## src/rtl/reg_bank_arbiter_if.sv

```systemverilog
// Bundle of requester handshakes (A and B) and register-bank port signals
// used between the control side and the reg_bank_arbiter.
interface reg_bank_arbiter_if #(
    parameter int WIDTH = 16,
    parameter int AW    = 3
);
    logic             req_a;
    logic             req_b;
    logic [1:0]       op_a;
    logic [1:0]       op_b;
    logic [AW-1:0]    addr_a;
    logic [AW-1:0]    addr_b;
    logic [AW-1:0]    addr2_a;
    logic [AW-1:0]    addr2_b;
    logic [WIDTH-1:0] wdata_a;
    logic [WIDTH-1:0] wdata_b;
    logic             gnt_a;
    logic             gnt_b;
    logic             done_a;
    logic             done_b;
    logic [WIDTH-1:0] rdata;
    logic             busy;
    logic [AW-1:0]    rId;
    logic [WIDTH-1:0] rIn;
    logic             ldR;
    logic [WIDTH-1:0] rOut;

    // Control unit plus register bank side
    modport master (
        output req_a, req_b, op_a, op_b, addr_a, addr_b, addr2_a, addr2_b,
               wdata_a, wdata_b, rOut,
        input  gnt_a, gnt_b, done_a, done_b, rdata, busy, rId, rIn, ldR
    );

    modport slave (
        input  req_a, req_b, op_a, op_b, addr_a, addr_b, addr2_a, addr2_b,
               wdata_a, wdata_b, rOut,
        output gnt_a, gnt_b, done_a, done_b, rdata, busy, rId, rIn, ldR
    );
endinterface

```

## src/rtl/reg_bank_arbiter.sv

```systemverilog
// Round-robin sequencer serialising read/write/copy commands from two
// requesters onto the single-select register bank port.
module reg_bank_arbiter #(
    parameter int WIDTH = 16,
    parameter int AW    = 3
) (
    input  logic               clk,
    input  logic               reset,
    reg_bank_arbiter_if.slave  bus
);
    typedef enum logic [2:0] {IDLE, RD, WR, CP1, CP2} state_t;

    state_t           state_reg, state_next;
    logic             prio_b_reg, prio_b_next;
    logic             who_reg, who_next;
    logic [AW-1:0]    addr2_reg, addr2_next;
    logic [WIDTH-1:0] hold_reg, hold_next;
    logic [WIDTH-1:0] rdata_reg, rdata_next;
    logic [AW-1:0]    rid_reg, rid_next;
    logic [WIDTH-1:0] rin_reg, rin_next;
    logic             ldr_reg, ldr_next;
    logic             gnt_a_reg, gnt_a_next, gnt_b_reg, gnt_b_next;
    logic             done_a_reg, done_a_next, done_b_reg, done_b_next;

    // A requester is ignored during its own done cycle so a held req is not re-granted
    logic             req_a_eff, req_b_eff, win_any, win_b;
    logic [1:0]       win_op;
    logic [AW-1:0]    win_addr, win_addr2;
    logic [WIDTH-1:0] win_wdata;

    assign req_a_eff = bus.req_a & ~done_a_reg;
    assign req_b_eff = bus.req_b & ~done_b_reg;
    assign win_any   = req_a_eff | req_b_eff;
    assign win_b     = req_b_eff & (~req_a_eff | prio_b_reg);
    assign win_op    = win_b ? bus.op_b    : bus.op_a;
    assign win_addr  = win_b ? bus.addr_b  : bus.addr_a;
    assign win_addr2 = win_b ? bus.addr2_b : bus.addr2_a;
    assign win_wdata = win_b ? bus.wdata_b : bus.wdata_a;

    always_ff @(posedge clk or negedge reset) begin
        if (!reset) begin
            state_reg  <= IDLE;
            prio_b_reg <= 1'b0;
            who_reg    <= 1'b0;
            addr2_reg  <= '0;
            hold_reg   <= '0;
            rdata_reg  <= '0;
            rid_reg    <= '0;
            rin_reg    <= '0;
            ldr_reg    <= 1'b0;
            gnt_a_reg  <= 1'b0;
            gnt_b_reg  <= 1'b0;
            done_a_reg <= 1'b0;
            done_b_reg <= 1'b0;
        end else begin
            state_reg  <= state_next;
            prio_b_reg <= prio_b_next;
            who_reg    <= who_next;
            addr2_reg  <= addr2_next;
            hold_reg   <= hold_next;
            rdata_reg  <= rdata_next;
            rid_reg    <= rid_next;
            rin_reg    <= rin_next;
            ldr_reg    <= ldr_next;
            gnt_a_reg  <= gnt_a_next;
            gnt_b_reg  <= gnt_b_next;
            done_a_reg <= done_a_next;
            done_b_reg <= done_b_next;
        end
    end

    always_comb begin
        state_next = state_reg;
        case (state_reg)
            IDLE: begin
                if (win_any) begin
                    case (win_op)
                        2'b01:   state_next = WR;
                        2'b10:   state_next = CP1;
                        default: state_next = RD;
                    endcase
                end
            end
            CP1:     state_next = CP2;
            default: state_next = IDLE;
        endcase
    end

    // Computes the values the output flops take on the edge entering the next state
    always_comb begin
        prio_b_next = prio_b_reg;
        who_next    = who_reg;
        addr2_next  = addr2_reg;
        hold_next   = hold_reg;
        rdata_next  = rdata_reg;
        rid_next    = rid_reg;
        rin_next    = rin_reg;
        ldr_next    = 1'b0;
        gnt_a_next  = 1'b0;
        gnt_b_next  = 1'b0;
        done_a_next = 1'b0;
        done_b_next = 1'b0;
        case (state_reg)
            IDLE: begin
                if (win_any) begin
                    prio_b_next = ~win_b;
                    who_next    = win_b;
                    addr2_next  = win_addr2;
                    rid_next    = win_addr;
                    gnt_a_next  = ~win_b;
                    gnt_b_next  = win_b;
                    if (win_op == 2'b01) begin
                        rin_next = win_wdata;
                        ldr_next = 1'b1;
                    end
                end
            end
            RD: begin
                rdata_next  = bus.rOut;
                done_a_next = ~who_reg;
                done_b_next = who_reg;
            end
            WR: begin
                done_a_next = ~who_reg;
                done_b_next = who_reg;
            end
            CP1: begin
                hold_next = bus.rOut;
                rid_next  = addr2_reg;
                rin_next  = bus.rOut;
                ldr_next  = 1'b1;
            end
            CP2: begin
                rdata_next  = hold_reg;
                done_a_next = ~who_reg;
                done_b_next = who_reg;
            end
            default: ;
        endcase
    end

    assign bus.gnt_a  = gnt_a_reg;
    assign bus.gnt_b  = gnt_b_reg;
    assign bus.done_a = done_a_reg;
    assign bus.done_b = done_b_reg;
    assign bus.rdata  = rdata_reg;
    assign bus.busy   = (state_reg != IDLE);
    assign bus.rId    = rid_reg;
    assign bus.rIn    = rin_reg;
    assign bus.ldR    = ldr_reg;
endmodule

```

## src/flat_wrapper.sv

```systemverilog
// flat-port wrapper written by rule: the top's interface ports become plain ports
module reg_bank_arbiter_flat 
#(
    parameter int WIDTH = 16,
    parameter int AW    = 3
)
  (clk, reset, bus_req_a, bus_req_b, bus_op_a, bus_op_b, bus_addr_a, bus_addr_b, bus_addr2_a, bus_addr2_b, bus_wdata_a, bus_wdata_b, bus_rOut, bus_gnt_a, bus_gnt_b, bus_done_a, bus_done_b, bus_rdata, bus_busy, bus_rId, bus_rIn, bus_ldR);
  reg_bank_arbiter_if #(.WIDTH(WIDTH), .AW(AW)) bus_i ();
  input  logic clk;
  input  logic reset;
  input wire logic [$bits(bus_i.req_a)-1:0] bus_req_a;
  input wire logic [$bits(bus_i.req_b)-1:0] bus_req_b;
  input wire logic [$bits(bus_i.op_a)-1:0] bus_op_a;
  input wire logic [$bits(bus_i.op_b)-1:0] bus_op_b;
  input wire logic [$bits(bus_i.addr_a)-1:0] bus_addr_a;
  input wire logic [$bits(bus_i.addr_b)-1:0] bus_addr_b;
  input wire logic [$bits(bus_i.addr2_a)-1:0] bus_addr2_a;
  input wire logic [$bits(bus_i.addr2_b)-1:0] bus_addr2_b;
  input wire logic [$bits(bus_i.wdata_a)-1:0] bus_wdata_a;
  input wire logic [$bits(bus_i.wdata_b)-1:0] bus_wdata_b;
  input wire logic [$bits(bus_i.rOut)-1:0] bus_rOut;
  output wire logic [$bits(bus_i.gnt_a)-1:0] bus_gnt_a;
  output wire logic [$bits(bus_i.gnt_b)-1:0] bus_gnt_b;
  output wire logic [$bits(bus_i.done_a)-1:0] bus_done_a;
  output wire logic [$bits(bus_i.done_b)-1:0] bus_done_b;
  output wire logic [$bits(bus_i.rdata)-1:0] bus_rdata;
  output wire logic [$bits(bus_i.busy)-1:0] bus_busy;
  output wire logic [$bits(bus_i.rId)-1:0] bus_rId;
  output wire logic [$bits(bus_i.rIn)-1:0] bus_rIn;
  output wire logic [$bits(bus_i.ldR)-1:0] bus_ldR;
  assign bus_i.req_a = bus_req_a;
  assign bus_i.req_b = bus_req_b;
  assign bus_i.op_a = bus_op_a;
  assign bus_i.op_b = bus_op_b;
  assign bus_i.addr_a = bus_addr_a;
  assign bus_i.addr_b = bus_addr_b;
  assign bus_i.addr2_a = bus_addr2_a;
  assign bus_i.addr2_b = bus_addr2_b;
  assign bus_i.wdata_a = bus_wdata_a;
  assign bus_i.wdata_b = bus_wdata_b;
  assign bus_i.rOut = bus_rOut;
  assign bus_gnt_a = bus_i.gnt_a;
  assign bus_gnt_b = bus_i.gnt_b;
  assign bus_done_a = bus_i.done_a;
  assign bus_done_b = bus_i.done_b;
  assign bus_rdata = bus_i.rdata;
  assign bus_busy = bus_i.busy;
  assign bus_rId = bus_i.rId;
  assign bus_rIn = bus_i.rIn;
  assign bus_ldR = bus_i.ldR;
  reg_bank_arbiter #(.WIDTH(WIDTH), .AW(AW)) u_core (.clk(clk), .reset(reset), .bus(bus_i));
endmodule
```

## config.mk

```make
export PLATFORM = sky130hd
export DESIGN_NAME = reg_bank_arbiter_flat
export DESIGN_NICKNAME = d
export VERILOG_FILES = /design/src/rtl/reg_bank_arbiter_if.sv /design/src/rtl/reg_bank_arbiter.sv /design/src/flat_wrapper.sv
export SDC_FILE = /design/constraint.sdc
export NUM_CORES = 1
export LEC_CHECK = 0
export ABC_AREA = 1
export BUFFER_PORTS_ARGS = -buffer_cell sky130_fd_sc_hd__buf_2
export CORE_MARGIN = 4
export CORE_UTILIZATION = 25
export DETAILED_ROUTE_END_ITERATION = 12
export PLACE_DENSITY_LB_ADDON = 0.2
export SETUP_SLACK_MARGIN = 0.05
export SLEW_MARGIN = 20
export SYNTH_ARGS = -nofsm -noshare
export SYNTH_HDL_FRONTEND = slang
export SYNTH_SLANG_ARGS = --single-unit
```

## constraint.sdc

```tcl
create_clock -name clk -period 3.1 [get_ports clk]
set_input_delay 0.465 -clock clk [delete_from_list [all_inputs] [get_ports clk]]
set_output_delay 0.465 -clock clk [all_outputs]
set_load 0.005 [all_outputs]
```

## After elaboration in Yosys (flattened, before gate mapping)

Index checks and enable logic that the tools add are counted.

| word-level totals | value |
|---|---|
| input port bits | 68 |
| memories | 0 |
| bits in latches | 0 |
| register bits after elaboration | 64 |
| output and inout port bits | 41 |
| memory bits (writable) | 0 |
| memory bits (read-only) | 0 |

| operators by class | value |
|---|---|
| $add $sub $neg | 0 |
| magnitude comparators | 0 |
| div/mod/pow operators | 0 |
| bitwise operators | 10 |
| $mul | 0 |
| equal/unequal tests | 8 |
| reductions and logical operators | 8 |
| multiplexer cells | 22 |
| shifts and indexed selects | 0 |

Operators with widths:

| kind | count |
|---|---|
| $pmux W16 S2 | 2 |
| $mux W16 | 3 |
| $mux W3 | 4 |
| $pmux W3 S2 | 2 |
| $mux W1 | 8 |
| $eq A3 B2 Y1 const B | 2 |
| $not A1 Y1 | 5 |
| $ne A2 B1 Y1 const B | 2 |
| $pmux W2 S2 | 1 |
| $reduce_and A2 Y1 | 2 |
| $reduce_bool A2 Y1 | 2 |
| $and A1 B1 Y1 | 3 |
| $eq A3 B1 Y1 const B | 1 |
| $eq A3 B3 Y1 const B | 1 |
| $logic_not A3 Y1 | 1 |
| $reduce_and A3 Y1 | 1 |
| $reduce_bool A3 Y1 | 1 |
| $reduce_or A3 Y1 | 1 |
| $eq A2 B1 Y1 const B | 1 |
| $eq A2 B2 Y1 const B | 1 |
| $mux W2 | 1 |
| $or A1 B1 Y1 | 2 |
| $pmux W1 S2 | 1 |

## Longest topological paths before layout

| depth | value |
|---|---|
| depth in word-level cells | 10 |
| mapped depth | 13 |

## Worst setup path before layout

No wires, ideal clock.

| timing | value |
|---|---|
| kind | input to register |
| start | in bus_req_a |
| end | reg u_core.rin_reg[0], in the netlist u_core.bus.rIn[0] |
| cell stages on the path | 9 |
| setup slack | 1.171 ns |
| buffers on the path | 2 |
| data arrival time | 1.813 ns |
| cell sequence | nand3_2 -> nand2_2 -> buf_2 -> mux2i_1 -> ha_1 -> nand2_8 -> buf_4 -> nand3_1 -> nand2_1 |

| between the ends | value |
|---|---|
| longest elaborated chain between the ends | 8 |

RTL lines:

| item | line | source |
|---|---|---|
| start, declared | flat_wrapper.sv:11 | `input wire logic [$bits(bus_i.req_a)-1:0] bus_req_a;` |
| $and A1 B1 Y1 * | reg_bank_arbiter.sv:31 | `assign req_a_eff = bus.req_a & ~done_a_reg;` |
| $not A1 Y1 | reg_bank_arbiter.sv:34 | `assign win_b = req_b_eff & (~req_a_eff \| prio_b_reg);` |
| $or A1 B1 Y1 | reg_bank_arbiter.sv:34 |  |
| $and A1 B1 Y1 | reg_bank_arbiter.sv:34 |  |
| $mux W2 or $mux W16 (tied branches) | reg_bank_arbiter.sv:35, reg_bank_arbiter.sv:38 |  |
| $eq A2 B1 Y1 or $mux W16 (tied branches) | reg_bank_arbiter.sv:112 | `if (win_op == 2'b01) begin` |
| $ne A2 B1 Y1 (no source line) or $mux W16 (tied branches) | -- |  |
| $reduce_and A3 Y1 (no source line) or $pmux W16 S2 (tied branches) | -- |  |
| end signal, assigned | reg_bank_arbiter.sv:63 | `rin_reg <= rin_next;` |
| end, declared | reg_bank_arbiter.sv:20 | `logic [WIDTH-1:0] rin_reg, rin_next;` |

Every way passes the cells marked *; elsewhere a longest branch is shown, timed or not. The select of a mux whose other input is x is not followed.
A chain may end at the register's enable or synchronous reset.

## Final worst setup path

| timing | value |
|---|---|
| start | reg u_core.done_a_reg, in the netlist u_core.bus.done_a |
| end | reg u_core.rin_reg[3], in the netlist u_core.bus.rIn[3] |

| between the ends | value |
|---|---|
| longest elaborated chain between the ends | 9 |

RTL lines:

| item | line | source |
|---|---|---|
| start, declared | reg_bank_arbiter.sv:23 | `logic done_a_reg, done_a_next, done_b_reg, done_b_next;` |
| start signal, assigned | reg_bank_arbiter.sv:67 | `done_a_reg <= done_a_next;` |
| $not A1 Y1 * | reg_bank_arbiter.sv:31 |  |
| $and A1 B1 Y1 * | reg_bank_arbiter.sv:31 |  |
| $not A1 Y1 | reg_bank_arbiter.sv:34 |  |
| $or A1 B1 Y1 | reg_bank_arbiter.sv:34 |  |
| $and A1 B1 Y1 | reg_bank_arbiter.sv:34 |  |
| $mux W2 or $mux W16 (tied branches) | reg_bank_arbiter.sv:35, reg_bank_arbiter.sv:38 |  |
| $eq A2 B1 Y1 or $mux W16 (tied branches) | reg_bank_arbiter.sv:112 |  |
| $ne A2 B1 Y1 (no source line) or $mux W16 (tied branches) | -- |  |
| $reduce_and A3 Y1 (no source line) or $pmux W16 S2 (tied branches) | -- |  |

Marked as above.

==> summary.txt <==
Synth
  • Syn_nets: around 480
  • Syn Std Cell Area: roughly 3200 µm²
  • Syn avg cell area: 7.72 µm²
  • Yosys warning count: 0
  • Sequential area share after synthesis: approximately 50%
  • Yosys cell types: 23
  • Synth Instances: ~410
  • Post-synthesis register bit count: 64

Placed design
  • HPWL Detailed: between 7000 and 8000 µm
  • Post-Place Cells: 680
  • IO Port Bufs: 108
  • Final GP Congestion: between 0.7 and 0.8
  • Placed Instance Area: 3900 µm²

Clocking
  • CTS Buf Count: 9
  • Clock tree buffer depth: 2
  • CTS tree: built
  • Clock root buffer: clkbuf_16
  • Worst skew pair latency: about 0.33 ns
  • H-tree levels: 3
  • Clock transition at path regs: roughly 0.05 ns
  • Setup Buffers After CTS: 0
  • Num Clock Sinks: 64
  • Post_cts resized: 0
  • CTS Hold Bufs: 0

Cells and area
  • Final nets: ~600
  • Diodes inserted: 0
  • Commonest cells after routing, fill and taps aside: nand2_1 (126), buf_2 (108), nand3_1 (70), dfrtp_1 (64), inv_1 (51)
  • P&R area growth vs syn: 30.4%
  • Cell area after layout: between 4000 and 5000 µm²
  • Commonest non-fill, non-tap cell in the layout: nand2_1
  • Final core occ: ~33%
  • Share of layout cells above drive strength 1: a little over a quarter
  • Finished Layout Cells: 695

Timing
  • TNS Setup: 0 ns
  • Actual slew at the worst max-slew pin: between 0.9 and 1 ns
  • Final min period: roughly 2.3 ns
  • Final worst-path cycle share: 73.1%
  • RSZ-0062 raised after global routing: false
  • Clock skew: between 0.005 and 0.006 ns
  • Final Hold Vio Count: 0
  • Fin. max-slew vios: 0
  • Slew headroom: between 30 and 40%
  • Final setup viols: 0
  • Fmax: ~440 MHz

Setup path
  • CP Capture Type: register
  • Crit Path Max Fanout: 17
  • Critical-path cell list: inv_1 > nand3_2 > nand2_2 > mux2i_1 > ha_1 > nand2_8 > nand2_8 > nand2_1 > nand2_1
  • Crit path DAT: 2.53 ns
  • Crit-path leading delay family: simple AND/OR/NAND/NOR gates
  • Crit-path max cell delay: between 0.3 and 0.4 ns
  • Startpoint Class: register
  • Req. time, crit path: around 3.4 ns
  • CP max-delay cell: dfrtp_1
  • CP Class: register to register
  • CP bufs+invs: 1

Power and ir drop
  • LEAKAGE: ~2.4 nW
  • Tot Pwr: 3.88 mW
  • Power Density: approximately 930 nW/µm²
  • Worst vdd ir: 269 µV

Routing
  • # DRC: 0
  • Detail-routed net length per standard cell: around 15 µm
  • ANT nets after route: 0
  • Via-to-Cell Ratio: around 4.4
  • DRT iter0 DRCs: around 170
  • Drt pass-1 iters: 4
  • Routed wire length: 10100 µm
  • Vias after detailed routing: roughly 3000

Global route
  • Total grt overflow: 0
  • Vias in the first global route: between 3000 and 4000
  • Total track usage: ~14%
  • Largest net degree at the start of global routing: 48
  • Antenna violations before repair: 0
  • First-pass GRT wire length: around 16000 µm

Floorplanning
  • Die area: about 15000 µm²
  • Initial core utilization: between 20% and 30%
  • Top-level I/O count: between 100 and 150
  • CORE AREA: ~13000 µm²
  • Die width: approximately 120 µm
  • FP Rows: 41
  • Die span in y: approximately 120 µm

Job
  • Max cap viols: 0

Min path
  • Worst min path class: input port to asynchronous set/reset pin

Status
  • Outcome: finished clean
[synth_stat cells]
cell,count,area [µm²]
ha_1,2,25.0
nand3_2,2,20.0
dfrtp_1,64,1600
inv_1,51,191
nand2_1,126,473
nand2_4,1,11.3
inv_6,1,8.76
nand2_8,2,40.0
buf_4,2,15.0
nand3_1,71,355
buf_2,11,55.1
mux2i_1,1,10.0
nor2_4,1,11.3
buf_6,1,11.3
clkbuf_1,5,18.8
o21ai_1,7,35.0
nor2_1,21,78.8
inv_2,3,11.3
nand2_2,2,12.5
o21ai_0,33,165
a21oi_1,2,10.0
o21bai_1,2,15.0
o211ai_1,3,22.5
[worst paths after layout]
kind	startpoint	end	slack [ns]	cells after the start
max	u_core.bus.done_a$_DFF_PN0_	u_core.bus.rIn[3]$_DFFE_PN0P_	0.83	9
min	reset	u_core.bus.rdata[9]$_DFFE_PN0P_	0.29	1
max reg2reg	u_core.bus.done_a$_DFF_PN0_	u_core.bus.rIn[3]$_DFFE_PN0P_	0.83	9
min reg2reg	u_core.who_reg$_DFFE_PN0P_	u_core.bus.done_b$_DFF_PN0_	0.46	2
max in group asynchronous	reset	u_core.bus.done_a$_DFF_PN0_	2.05	2
min in group clk	bus_addr2_a[0]	u_core.addr2_reg[0]$_DFFE_PN0P_	0.35	3
[routing by layer]
metal  share of wire, %  vias up  wire length, µm  track usage [%]
met4                1.1        0              111             4.60
met3                7.8       12              793             4.43
met2                 44       99             4420             21.4
met5                  0        -                0                0
met1                 47     1417             4780             19.6
li1                   -     1519                -                -
[stage by stage]
stage / worst slack, ns / hold slack (ns)
5_1_grt: 0.609 / 0.353
3_5_place_dp: 0.703 / 0.462
6_report: 0.834 / 0.294
2_1_floorplan: 1.17 / 0.169
3_3_place_gp: 0.787 / 0.456
4_1_cts: 0.813 / 0.330
[final cells by class]
class / instances / area [µm²]
sequential: 64 / 1600
fill: 1356 / 8400
inverter: 55 / 211
tap: 172 / 215
clock inverter: 3 / 17.5
multi-input combinational: 276 / 1290
clock buffer: 12 / 256
timing repair buffer: 113 / 578
[power by group]
group | total [mW] | switching, mW | internal, mW
logic | 1.46 | 0.886 | 0.575
clock network | 0.937 | 0.360 | 0.577
registers | 1.48 | 0.237 | 1.24
[logic make-up (layout without fill, tap and decap cells)]
group                    Yosys count  in the layout  synth area share (%)
AND/OR/NAND/NOR                  226            226                  31.3
buffers and inverters             74            183                  9.74
flip-flops                        64             64                  50.1
AO/OA/AOI/OAI                     47             47                  7.75
adder cells (fa/ha/maj)            2              2                 0.782
multiplexers                       1              1                 0.313
Note: power is estimated with default switching activity, not from simulation.
